<file path="src/rtl/stopwatch_pkg.sv">
// Shared types and constants for the stopwatch control slice.
// No logic; compile-time definitions only.
// Imported by the control FSM and its bench.
package stopwatch_pkg;

   typedef enum logic [1:0] {
      IDLE    = 2'd0,
      RUNNING = 2'd1,
      PAUSED  = 2'd2,
      DONE    = 2'd3
   } state_t;

   localparam int ELAPSED_W         = 14;
   localparam int MAX_COUNT_DEFAULT = 9999;

endpackage

</file>
<file path="src/rtl/stopwatch_ctrl_debouncer.sv">
// Pushbutton conditioner: 2-flop synchronizer, stability counter, debounced level, press pulse.
// Latency: a stable raw change reaches the level 2+DEBOUNCE_CYCLES edges later; press is registered.
// No backpressure: press is a single-cycle pulse on the rising edge of the debounced level.
module debouncer #(
   parameter int DEBOUNCE_CYCLES = 1_000_000
) (
   input  logic clk,
   input  logic reset,
   input  logic btn,
   output logic press
);

   localparam int             CW       = $clog2(DEBOUNCE_CYCLES + 1);
   localparam logic [CW-1:0]  CNT_LAST = CW'(DEBOUNCE_CYCLES - 1);

   logic          sync_a;
   logic          sync_b;
   logic          level;
   logic [CW-1:0] cnt;

   // Bring the raw asynchronous button into the clk domain.
   always_ff @(posedge clk) begin
      if (reset) begin
         sync_a <= 1'b0;
         sync_b <= 1'b0;
      end else begin
         sync_a <= btn;
         sync_b <= sync_a;
      end
   end

   // Count consecutive cycles the synchronized input differs from the level; adopt it
   // once it has held long enough. The counter resets on acceptance, so it never passes
   // CNT_LAST and cannot wrap.
   always_ff @(posedge clk) begin
      if (reset) begin
         cnt   <= '0;
         level <= 1'b0;
         press <= 1'b0;
      end else begin
         press <= 1'b0;
         if (sync_b == level) begin
            cnt <= '0;
         end else if (cnt >= CNT_LAST) begin
            cnt   <= '0;
            level <= sync_b;
            press <= sync_b;
         end else begin
            cnt <= cnt + CW'(1);
         end
      end
   end

endmodule

</file>
<file path="src/rtl/stopwatch_ctrl.sv">
// Stopwatch run/pause/clear controller driven by two debounced pushbuttons.
// Latency: start_watch/clear_watch are registered, one edge after the press pulse.
// No backpressure: presses are single-cycle events; ignored presses are dropped.
module stopwatch_ctrl
   import stopwatch_pkg::*;
#(
   parameter int DEBOUNCE_CYCLES = 1_000_000,
   parameter int MAX_COUNT       = MAX_COUNT_DEFAULT
) (
   input  logic                 clk,
   input  logic                 reset,
   input  logic                 btn_start,
   input  logic                 btn_clear,
   input  logic [ELAPSED_W-1:0] elapsed_time,
   output logic                 start_watch,
   output logic                 clear_watch,
   output logic [1:0]           state
);

   localparam logic [ELAPSED_W-1:0] MAX_CMP = ELAPSED_W'(MAX_COUNT);

   logic   start_press;
   logic   clear_press;
   state_t st;
   state_t st_nxt;
   logic   clr_nxt;

   debouncer #(.DEBOUNCE_CYCLES(DEBOUNCE_CYCLES)) u_start_db (
      .clk   (clk),
      .reset (reset),
      .btn   (btn_start),
      .press (start_press)
   );

   debouncer #(.DEBOUNCE_CYCLES(DEBOUNCE_CYCLES)) u_clear_db (
      .clk   (clk),
      .reset (reset),
      .btn   (btn_clear),
      .press (clear_press)
   );

   // State register plus registered run level and clear pulse.
   always_ff @(posedge clk) begin
      if (reset) begin
         st          <= IDLE;
         start_watch <= 1'b0;
         clear_watch <= 1'b0;
      end else begin
         st          <= st_nxt;
         start_watch <= (st_nxt == RUNNING);
         clear_watch <= clr_nxt;
      end
   end

   // Next state: clear beats start outside RUNNING; in RUNNING the limit beats start
   // and clear is ignored so a live count cannot be wiped.
   always_comb begin
      st_nxt  = st;
      clr_nxt = 1'b0;
      case (st)
         IDLE: begin
            if (clear_press) begin
               clr_nxt = 1'b1;
            end else if (start_press) begin
               st_nxt = RUNNING;
            end
         end
         RUNNING: begin
            if (elapsed_time >= MAX_CMP) begin
               st_nxt = DONE;
            end else if (start_press) begin
               st_nxt = PAUSED;
            end
         end
         PAUSED: begin
            if (clear_press) begin
               st_nxt  = IDLE;
               clr_nxt = 1'b1;
            end else if (start_press) begin
               st_nxt = RUNNING;
            end
         end
         DONE: begin
            if (clear_press) begin
               st_nxt  = IDLE;
               clr_nxt = 1'b1;
            end
         end
         default: begin
            st_nxt = IDLE;
         end
      endcase
   end

   assign state = st;

endmodule

</file>
<file path="config.mk">
export PLATFORM = sky130hd
export DESIGN_NAME = stopwatch_ctrl
export DESIGN_NICKNAME = d
export VERILOG_FILES = /design/src/rtl/stopwatch_pkg.sv /design/src/rtl/stopwatch_ctrl_debouncer.sv /design/src/rtl/stopwatch_ctrl.sv
export SDC_FILE = /design/constraint.sdc
export NUM_CORES = 1
export LEC_CHECK = 0
export CAP_MARGIN = 20
export CORE_AREA = 2 2 79 81
export DETAILED_ROUTE_END_ITERATION = 10
export DIE_AREA = 0 0 81 83
export PLACE_DENSITY = 0.7
export SETUP_SLACK_MARGIN = 0.02
export SLEW_MARGIN = 20
export SYNTH_ARGS = -nofsm -noshare
export SYNTH_HDL_FRONTEND = slang
export SYNTH_SLANG_ARGS = --single-unit
export TNS_END_PERCENT = 20
</file>
<file path="constraint.sdc">
create_clock -name clk -period 1.7 [get_ports clk]
set_input_delay 0.255 -clock clk [delete_from_list [all_inputs] [get_ports clk]]
set_output_delay 0.255 -clock clk [all_outputs]
set_load 0.03 [all_outputs]
</file>
==> results.toml, run 1 <==
[sta]
grt_setup_unrepaired = "true"
finalClockSkew_ns = 0.009603
report.final.slew_viol_count = 0
headroom_to_the_max_slew_limit_pct = 70.26
worst_slew_pin_slew_ns = 0.4441
final-setup-viol-count = 0
post-route-period-util_pct = 97.77
final_hold_viol_count = 0
clock.fmax_mhz = 601.6
worst_slack_ns = 0.03784
fin_crit_ns = 1.662

[cells_and_area]
layout_cell_share_with_drive_strength_beyond_1_pct = 27.15
final_cell_count_no_fill = 366
ff_latch_area_um2 = 1046
final_nets = 310
antennaDiodeCount = 0
mostFrequentLayoutCells = "sky130_fd_sc_hd__dfxtp_1, sky130_fd_sc_hd__nor2_2, sky130_fd_sc_hd__xor2_1"
final_cell_area_um2 = 2958
area_growth_pct = 30.32
multi_input_comb_area_um2 = 1306
final_common_cell = "sky130_fd_sc_hd__dfxtp_1"
fillers = 556

[place]
dpl.hpwl_um = 2855
gp_congestion = 0.7633
pre_cts_ws_ns = -0.05701
port-buffer-count = 21
place.detailed.instances = 354
standard_cell_area_after_detailed_placement_um2 = 2681

[die]
die_area_um2 = 6723
rows = 28
initial_core_util_pct = 39.03
floorplan.io_pins = 22
floorplan.die.height_um = 83
die-width_um = 81
core_area_um2 = 5816

[worst_setup_path]
critical-path-slowest-cell = "sky130_fd_sc_hd__or3b_1"
worstSetupEndpointType = "register"
cpPeakStageDelay_ns = 0.37
critical-path-top-delay-family = "simple AND/OR/NAND/NOR gates"
worstPathCellList = "ha_4 -> and4_4 -> a2111oi_4 -> o211a_1 -> or3b_1 -> a21oi_1"
cp_data_required_time_ns = 1.94
timing.reg2reg.worst_path_depth = 6
worstSetupStartpointType = "register"
timing_worst_setup_path_type = "reg2reg"
cp_max_fo = 3
worst-endpoint-arrival_ns = 1.90
cp_num_buf_inv = 0
cp.depth = 6

[routing]
routed_via_density = 4.915
route.vias.total = 1799
drt-total-wl_um = 4253
postRouteAntennaNets = 0
drt_first_iter_violations = 73
drtPass1Iterations = 4
detail_route.wl_per_cell_um = 11.62
drt_drc_violations_left = 0

[global_route]
grt-busiest-layer = "met2"
grt_max_degree = 21
groute.layer.met1.usage_pct = 16.42
total_congestion_overflow = 0
grt_antenna_before_repair = 0
first_global_vias = 1700
grt_first_pass_wirelength_um = 7093
met2_usage_pct = 21.11
grt_usage_pct = 12.77
grtUsageMet3_pct = 2.935

[synthesis]
muxShareOfSynthArea_pct = 0
ys_types = 38
total_nets_after_synthesis = 267
synth_top_family_by_area = "simple AND/OR/NAND/NOR gates"
mappedNetlistArea_um2 = 2270
sequential_element_share_of_the_synthesized_area_pct = 45.87
yosys.area_share.adder_pct = 1.103
synthXorXnorAreaFrac_pct = 13.89
synthesis.area_per_instance_um2 = 9.189
yosys.area_share.simple_pct = 28.89
synth_seq_cells = 52
yosys_warnings = 0
synth-compound-area-share_pct = 7.497
syn-instance-count = 247

[clock_network]
cts_max_path_buffers = 2
cts.root.buffer_cell = "sky130_fd_sc_hd__clkbuf_8"
h-tree-depth = 2
clock_insertion_delay_at_the_later_pin_of_the_skew_report_ns = 0.31
tritoncts_num_sinks = 52
cts_made_buffers = 5
cts_tree = "done"
clk_pin_slew_ns = 0.10

[power_and_ir_drop]
power-per-cell-area_nw_per_um2 = 676.0
ir_worst_vdd_v = 0.0003880
leakage_uw = 0.0009900
power_uw = 1999

[hold_path]
holdPathStages = 1
min_delay_worst_type = "reg2reg"

[run_status]
status = "finished clean"

[flow_run]
maxCapViolations = 0
metrics by stage:
stage	util, %	setup TNS [ns]	hold slack (ns)
2_1_floorplan	-	0	0.3832
3_3_place_gp	46.11	0	0.4207
3_5_place_dp	46.11	-0.7121	0.4278
4_1_cts	48.21	0	0.4519
5_1_grt	50.86	-0.1357	0.4767
6_report	50.86	0	0.4469
cells in the mapped netlist (all sizes together):
cell type	number	area [µm²]
nor2	53	254.0
dfxtp	52	1041
xor2	25	219.0
nand3	14	70.07
nand2	13	48.80
nand4	11	68.82
xnor2	11	96.34
nor3	9	50.05
o21ai	7	42.54
inv	6	22.52
nor2b	6	37.54
and3	5	31.28
and4	5	46.29
a21oi	4	20.02
buf	4	32.53
a211oi	2	27.53
a31oi	2	12.51
a41oi	2	17.52
clkbuf	2	7.510
ha	2	25.02
o211ai	2	15.01
or3b	2	17.52
a2111oi	1	10.01
and2	1	6.260
nor3b	1	7.510
nor4	1	6.260
o211a	1	10.01
o21a	1	7.510
o31ai	1	7.510
or4	1	11.26
cell type report:
type                    instances  area share [%]
flip-flops and latches         52           35.36
inverters                       6          0.7614
multi-input cells             183           44.16
clock inverters                 3          0.6345
well taps                      75           3.173
clock buffers                   5           2.327
repair buffers                 42           13.58
power by group:
part / internal (µW) / switching [µW] / total, µW
clock network: 288 / 397 / 685
logic: 54.1 / 34.7 / 88.8
registers: 1220 / 2.99 / 1230
total: 1560 / 435 / 2000
per-layer routing:
layer	part of all wire, %	vias to the layer above
met1	47	851
met4	1.1	0
met3	1.7	7
met2	50	11
li1	-	930
met5	0	-
cell families after synthesis:
group | after synthesis
buf+inv | 12
compound gates | 23
fa+ha+maj | 2
flops | 52
simple gates | 122
xor+xnor | 36
worst paths after layout:
check / from / to / slack, ns
setup reg to reg: u_clear_db.cnt[1] / u_clear_db.level / 0.04
setup / recovery: u_clear_db.cnt[1] / u_clear_db.level / 0.04
hold reg to reg: u_start_db.sync_a / u_start_db.sync_b / 0.45
hold / removal: u_start_db.sync_a / u_start_db.sync_b / 0.45
what timing repair did:
item,4_1_cts,5_1_grt
hold buffers,0,0
pin swaps,1,29
endpoints found under the setup margin,22,42
setup buffers,1,2
gates resized for setup,7,37
gates cloned,1,0
No activity file was read; power rests on OpenSTA's default activity.
==> inputs of run 2 (changes only) <==
--- a/config.mk
+++ b/config.mk
@@ -9,10 +9,11 @@
 export CORE_AREA = 2 2 79 81
 export DETAILED_ROUTE_END_ITERATION = 10
 export DIE_AREA = 0 0 81 83
+export GPL_TIMING_DRIVEN = 0
 export PLACE_DENSITY = 0.7
 export SETUP_SLACK_MARGIN = 0.02
 export SLEW_MARGIN = 20
 export SYNTH_ARGS = -nofsm -noshare
 export SYNTH_HDL_FRONTEND = slang
 export SYNTH_SLANG_ARGS = --single-unit
-export TNS_END_PERCENT = 20
+export TNS_END_PERCENT = 5
==> results.toml, run 2 (same netlist as run 1, synthesis figures left out) <==
[run_status]
status = "finished with violations"
failing_checks = "negative setup slack"

[routing]
drt_first_iter_violations = 40
detail_route.wl_per_cell_um = 11.48
drtPass1Iterations = 4
postRouteAntennaNets = 0
route.vias.total = 1744
drt_drc_violations_left = 0
drt-total-wl_um = 4098
routed_via_density = 4.885

[place]
port-buffer-count = 21
dpl.hpwl_um = 2860
gp_congestion = 0.7709

[clock_network]
cts.root.buffer_cell = "sky130_fd_sc_hd__clkbuf_8"
cts_max_path_buffers = 2
clk_pin_slew_ns = 0.09
clock_insertion_delay_at_the_later_pin_of_the_skew_report_ns = 0.30
cts_tree = "done"
h-tree-depth = 2
cts_made_buffers = 5
cts_hold_buffers = 0
tritoncts_num_sinks = 52

[power_and_ir_drop]
leakage_uw = 0.0009328
ir_worst_vdd_v = 0.0004489
power-per-cell-area_nw_per_um2 = 740.8

[sta]
final-setup-viol-count = 9
headroom_to_the_max_slew_limit_pct = 70.11
setup-tns-final_ns = -0.06045
fin_crit_ns = 1.725
worst_slack_ns = -0.02454
finalClockSkew_ns = 0.007712
clock.fmax_mhz = 579.9
report.final.slew_viol_count = 0
final_hold_viol_count = 0
grt_setup_unrepaired = "true"
finalHoldWorstSlack_ns = 0.4461
post-route-period-util_pct = 101.4
worst_slew_pin_slew_ns = 0.4460

[worst_setup_path]
critical-path-slowest-cell = "sky130_fd_sc_hd__dfxtp_4"
critPathLaunch = "u_clear_db.cnt[0]"
cp_num_buf_inv = 1
cp_data_required_time_ns = 1.94
worstSetupStartpointType = "register"
cp_max_fo = 4
timing_worst_setup_path_type = "reg2reg"
worst-endpoint-arrival_ns = 1.96
rr_startpoint = "u_clear_db.cnt[0]"
critical-path-top-delay-family = "simple AND/OR/NAND/NOR gates"
cpPeakStageDelay_ns = 0.37
worstSetupEndpointType = "register"
worstPathCellList = "ha_4 -> and4_4 -> a2111oi_4 -> o211a_1 -> buf_6 -> or3b_4 -> a21oi_2"

[cells_and_area]
final_common_cell = "sky130_fd_sc_hd__dfxtp_1"
final_nets = 303
layout_cell_share_with_drive_strength_beyond_1_pct = 20.21
antennaDiodeCount = 0
area_growth_pct = 24.64
mostFrequentLayoutCells = "sky130_fd_sc_hd__dfxtp_1, sky130_fd_sc_hd__nor2_1, sky130_fd_sc_hd__xor2_1"

[global_route]
grt_antenna_before_repair = 0
total_congestion_overflow = 0
grt_max_degree = 15
grt_first_pass_wirelength_um = 7265
first_global_vias = 1754
grt_usage_pct = 13.02

[die]
floorplan.die.height_um = 83
rows = 28
die_area_um2 = 6723
die-width_um = 81
floorplan.io_pins = 22
core_area_um2 = 5816
initial_core_util_pct = 39.03

[hold_path]
timing.hold.worst.start = "u_start_db.sync_a"
min_delay_worst_type = "reg2reg"

[flow_run]
maxCapViolations = 0
==> run 2: changes by cell type in the layout (fill, tap and decap cells not counted), sizes merged <==
cell / before / now
clkbuf: 5 / 7
clkinv: 3 / 0
bufinv: 0 / 1
buf: 21 / 12
==> run 2: layout make-up <==
class,count,area [µm²]
multi-input cells,183,1245
repair buffers,29,272.8
inverters,6,22.52
flip-flops and latches,52,1051
clock buffers,5,68.82
clock inverters,1,30.03
fillers,561,2987
well taps,75,93.84
plain buffers,6,45.04
==> run 2: repair_timing <==
action,CTS,global route
hold endpoints to repair,0,0
setup endpoints to repair,26,43
resized for setup,12,12
pin swaps,7,7
setup buffers,6,1
cloned,1,0
==> run 2: worst register-to-register path, delay by kind of cell, from the launching register on <==
family	cells	cell delay (ns)
AOI/OAI and AO/OA	3	0.45
adders and majority gates	1	0.14
buffers and inverters	1	0.12
and+or+nand+nor	2	0.58
DFF	1	0.37
==> run 2: stage by stage <==
step / area, µm² / util (%) / instances / setup slack [ns] / power, µW
floorplan: 2277 / - / 247 / 0.04113 / 1283
global placement: 2581 / 44.38 / 343 / -0.1502 / 1329
detailed placement: 2581 / 44.38 / 343 / -0.1668 / 1331
CTS: 2776 / 47.74 / 356 / -0.02062 / 2123
global route: 2829 / 48.64 / 357 / -0.1056 / 2173
finish: 2829 / 48.64 / 357 / -0.02454 / 2096
==> run 2: final timing paths <==
| check | slack [ns] | depth (start not counted) | endpoint |
|---|---|---|---|
| setup / recovery | -0.02 | 7 | u_clear_db.level |
| hold / removal | 0.45 | 1 | u_start_db.sync_b |
| setup reg to reg | -0.02 | 7 | u_clear_db.level |
| hold reg to reg | 0.45 | 1 | u_start_db.sync_b |
==> run 2: where the power goes <==
group | switching [µW] | leakage (µW) | internal (µW)
combinational | 30.3 | 0.000460 | 49.2
clock | 369 | 0.0000501 | 423
sequential | 3.80 | 0.000422 | 1220
total | 403 | 0.000933 | 1690
==> run 2: metal layers <==
layer	global-route usage (%)	up-vias	routed length [µm]
li1	-	910	-
met1	16.37	814	1959
met2	22.01	13	1986
met3	3.370	7	110
met4	3.082	0	41
met5	0	-	0
==> inputs of run 3 (changes only) <==
--- a/config.mk
+++ b/config.mk
@@ -7,6 +7,7 @@
 export LEC_CHECK = 0
 export CAP_MARGIN = 20
 export CORE_AREA = 2 2 79 81
+export CTS_BUF_LIST = sky130_fd_sc_hd__clkbuf_8
 export DETAILED_ROUTE_END_ITERATION = 10
 export DIE_AREA = 0 0 81 83
 export GPL_TIMING_DRIVEN = 0
==> constraint.sdc (replaced) <==
create_clock -name clk -period 1.7 [get_ports clk]
set_input_delay 0.255 -clock clk [delete_from_list [all_inputs] [get_ports clk]]
set_output_delay 0.255 -clock clk [all_outputs]
set_load 0.05 [all_outputs]
==> results.toml, run 3 (same netlist as run 1, synthesis figures left out) <==
[clock_network]
tritoncts_num_sinks = 52
clk_pin_slew_ns = 0.09
cts.root.buffer_cell = "sky130_fd_sc_hd__clkbuf_8"
clock_insertion_delay_at_the_later_pin_of_the_skew_report_ns = 0.30
h-tree-depth = 2
cts_hold_buffers = 0
cts_tree = "done"
cts_made_buffers = 5
cts_max_path_buffers = 2

[worst_setup_path]
setup.reg_to_reg.worst_slack_ns = -0.04
worstSetupStartpointType = "register"
rr_startpoint = "u_clear_db.cnt[0]"
timing_worst_setup_path_type = "reg2reg"
worstSetupEndpointType = "register"
worst-endpoint-arrival_ns = 1.99
cp_max_fo = 5
timing.reg2reg.worst_path_depth = 7
r2r_end = "u_clear_db.cnt[14]"
cp_data_required_time_ns = 1.95

[routing]
postRouteAntennaNets = 0
detail_route.wl_per_cell_um = 11.62
drt_drc_violations_left = 0
route.vias.total = 1738
drt_first_iter_violations = 44
drtPass1Iterations = 4
drt-total-wl_um = 4136
routed_via_density = 4.882

[power_and_ir_drop]
pwr-share-seq_pct = 58.3
pwr-share-comb_pct = 4.0
cellInternalPower_uw = 1694
netSwitchingPower_uw = 405.9
ir_worst_vdd_v = 0.0004533
power.clock.fraction_pct = 37.7
power_uw = 2100
leakage_uw = 0.0009410
switching_share_of_power_pct = 19.33
power-per-cell-area_nw_per_um2 = 734.2

[sta]
finalClockSkew_ns = 0.006785
grt_setup_unrepaired = "true"
worst_slack_ns = -0.04404
headroom_to_the_max_slew_limit_pct = 66.38
final-setup-viol-count = 18
worst_slew_pin_slew_ns = 0.5035
final_hold_viol_count = 0
report.final.slew_viol_count = 0
post-route-period-util_pct = 102.6
fin_crit_ns = 1.744
clock.fmax_mhz = 573.4

[cells_and_area]
finish.utilization_pct = 49.18
layout_cell_share_with_drive_strength_beyond_1_pct = 23.49
mostFrequentLayoutCells = "sky130_fd_sc_hd__dfxtp_1, sky130_fd_sc_hd__nor2_2, sky130_fd_sc_hd__xor2_1"
final_cell_count_no_fill = 356
final_cell_area_um2 = 2860
area_growth_pct = 26.02
final_nets = 302
antennaDiodeCount = 0
final_common_cell = "sky130_fd_sc_hd__dfxtp_1"

[global_route]
grt_max_degree = 15
total_congestion_overflow = 0
first_global_vias = 1693
grt_antenna_before_repair = 0
grt_first_pass_wirelength_um = 7134
grt_usage_pct = 12.82

[place]
dpl.hpwl_um = 2860
port-buffer-count = 21
gp_congestion = 0.7709
standard_cell_area_after_detailed_placement_um2 = 2581
place.detailed.instances = 343

[die]
die-width_um = 81
rows = 28
core_area_um2 = 5816
die_area_um2 = 6723
initial_core_util_pct = 39.03
floorplan.die.height_um = 83
floorplan.io_pins = 22

[hold_path]
hold_path_end = "u_start_db.sync_b"
min_delay_worst_type = "reg2reg"
timing.hold.worst.start = "u_start_db.sync_a"
holdPathStages = 1

[flow_run]
maxCapViolations = 0

[run_status]
status = "finished with violations"
failing_checks = "negative setup slack"
## run 3: cell types whose count changed in the layout (fill, tap and decap cells not counted)
cell / change
sky130_fd_sc_hd__dlygate4sd2_1: +2
sky130_fd_sc_hd__nor2_2: +9
sky130_fd_sc_hd__nor2_1: -9
sky130_fd_sc_hd__o21ai_4: +1
sky130_fd_sc_hd__buf_4: -3
sky130_fd_sc_hd__buf_6: +2
sky130_fd_sc_hd__clkdlybuf4s50_1: -2
sky130_fd_sc_hd__o21ai_1: -1
## run 3: through the flow
step	setup TNS (ns)	hold slack, ns	worst slack, ns
after detailed placement	-3.076	0.4278	-0.1668
after global placement	-2.971	0.4203	-0.1502
after CTS	-0.5071	0.4491	-0.04380
after global routing	-1.663	0.4636	-0.1063
final	-0.3662	0.4461	-0.04404
after floorplan	0	0.3832	0.04113
## run 3: power groups by stage
| stage | sequential [µW] | combinational (µW) | clock [µW] |
|---|---|---|---|
| 2_1_floorplan | 1250 | 28.7 | 0 |
| 3_3_place_gp | 1250 | 74.7 | 0 |
| 3_5_place_dp | 1250 | 76.2 | 0 |
| 4_1_cts | 1230 | 77.6 | 818 |
| 5_1_grt | 1230 | 91.2 | 861 |
| 6_report | 1220 | 83.8 | 792 |
## run 3: metal layers
| layer | GRT usage, % | vias up | wire (µm) |
|---|---|---|---|
| li1 | - | 909 | - |
| met1 | 16.24 | 807 | 1953 |
| met2 | 21.64 | 15 | 2013 |
| met3 | 3.370 | 7 | 126 |
| met4 | 2.773 | 0 | 42 |
| met5 | 0 | - | 0 |
## run 3: how the worst max path moves through the flow
stage                      start                 end  slack, ns  cells past startpoint
4_1_cts        u_clear_db.cnt[0]   u_clear_db.cnt[2]      -0.04                      7
6_report       u_clear_db.cnt[0]  u_clear_db.cnt[14]      -0.04                      7
2_1_floorplan  u_clear_db.cnt[0]   u_clear_db.cnt[9]       0.04                      7
3_5_place_dp   u_clear_db.cnt[0]  u_clear_db.cnt[11]      -0.17                      7
3_3_place_gp   u_clear_db.cnt[0]   u_clear_db.cnt[2]      -0.15                      7
5_1_grt        u_clear_db.cnt[0]  u_clear_db.cnt[14]      -0.11                      7
## run 3: worst max-delay path, cell delays in order (launching register included)
cell,delay [ns]
sky130_fd_sc_hd__dfxtp_4,0.36
sky130_fd_sc_hd__ha_4,0.16
sky130_fd_sc_hd__and4_4,0.20
sky130_fd_sc_hd__a2111oi_4,0.28
sky130_fd_sc_hd__o211a_1,0.31
sky130_fd_sc_hd__o21ai_4,0.10
sky130_fd_sc_hd__buf_2,0.19
sky130_fd_sc_hd__nor2_1,0.10
## run 3: timing repair
action / CTS / global route
gates cloned: 0 / 2
buffers inserted: 1 / 4
pin swaps: 2 / 11
resized for setup: 10 / 31
setup endpoints to repair: 28 / 43
hold endpoints to repair: 0 / 0
## run 3: cell type report
class	count	area [µm²]
plain buffers	6	52.55
clock buffers	5	68.82
clock inverters	1	30.03
fillers	563	2955
inverters	6	22.52
multi-input cells	183	1279
flip-flops and latches	52	1051
well taps	75	93.84
repair buffers	28	262.8
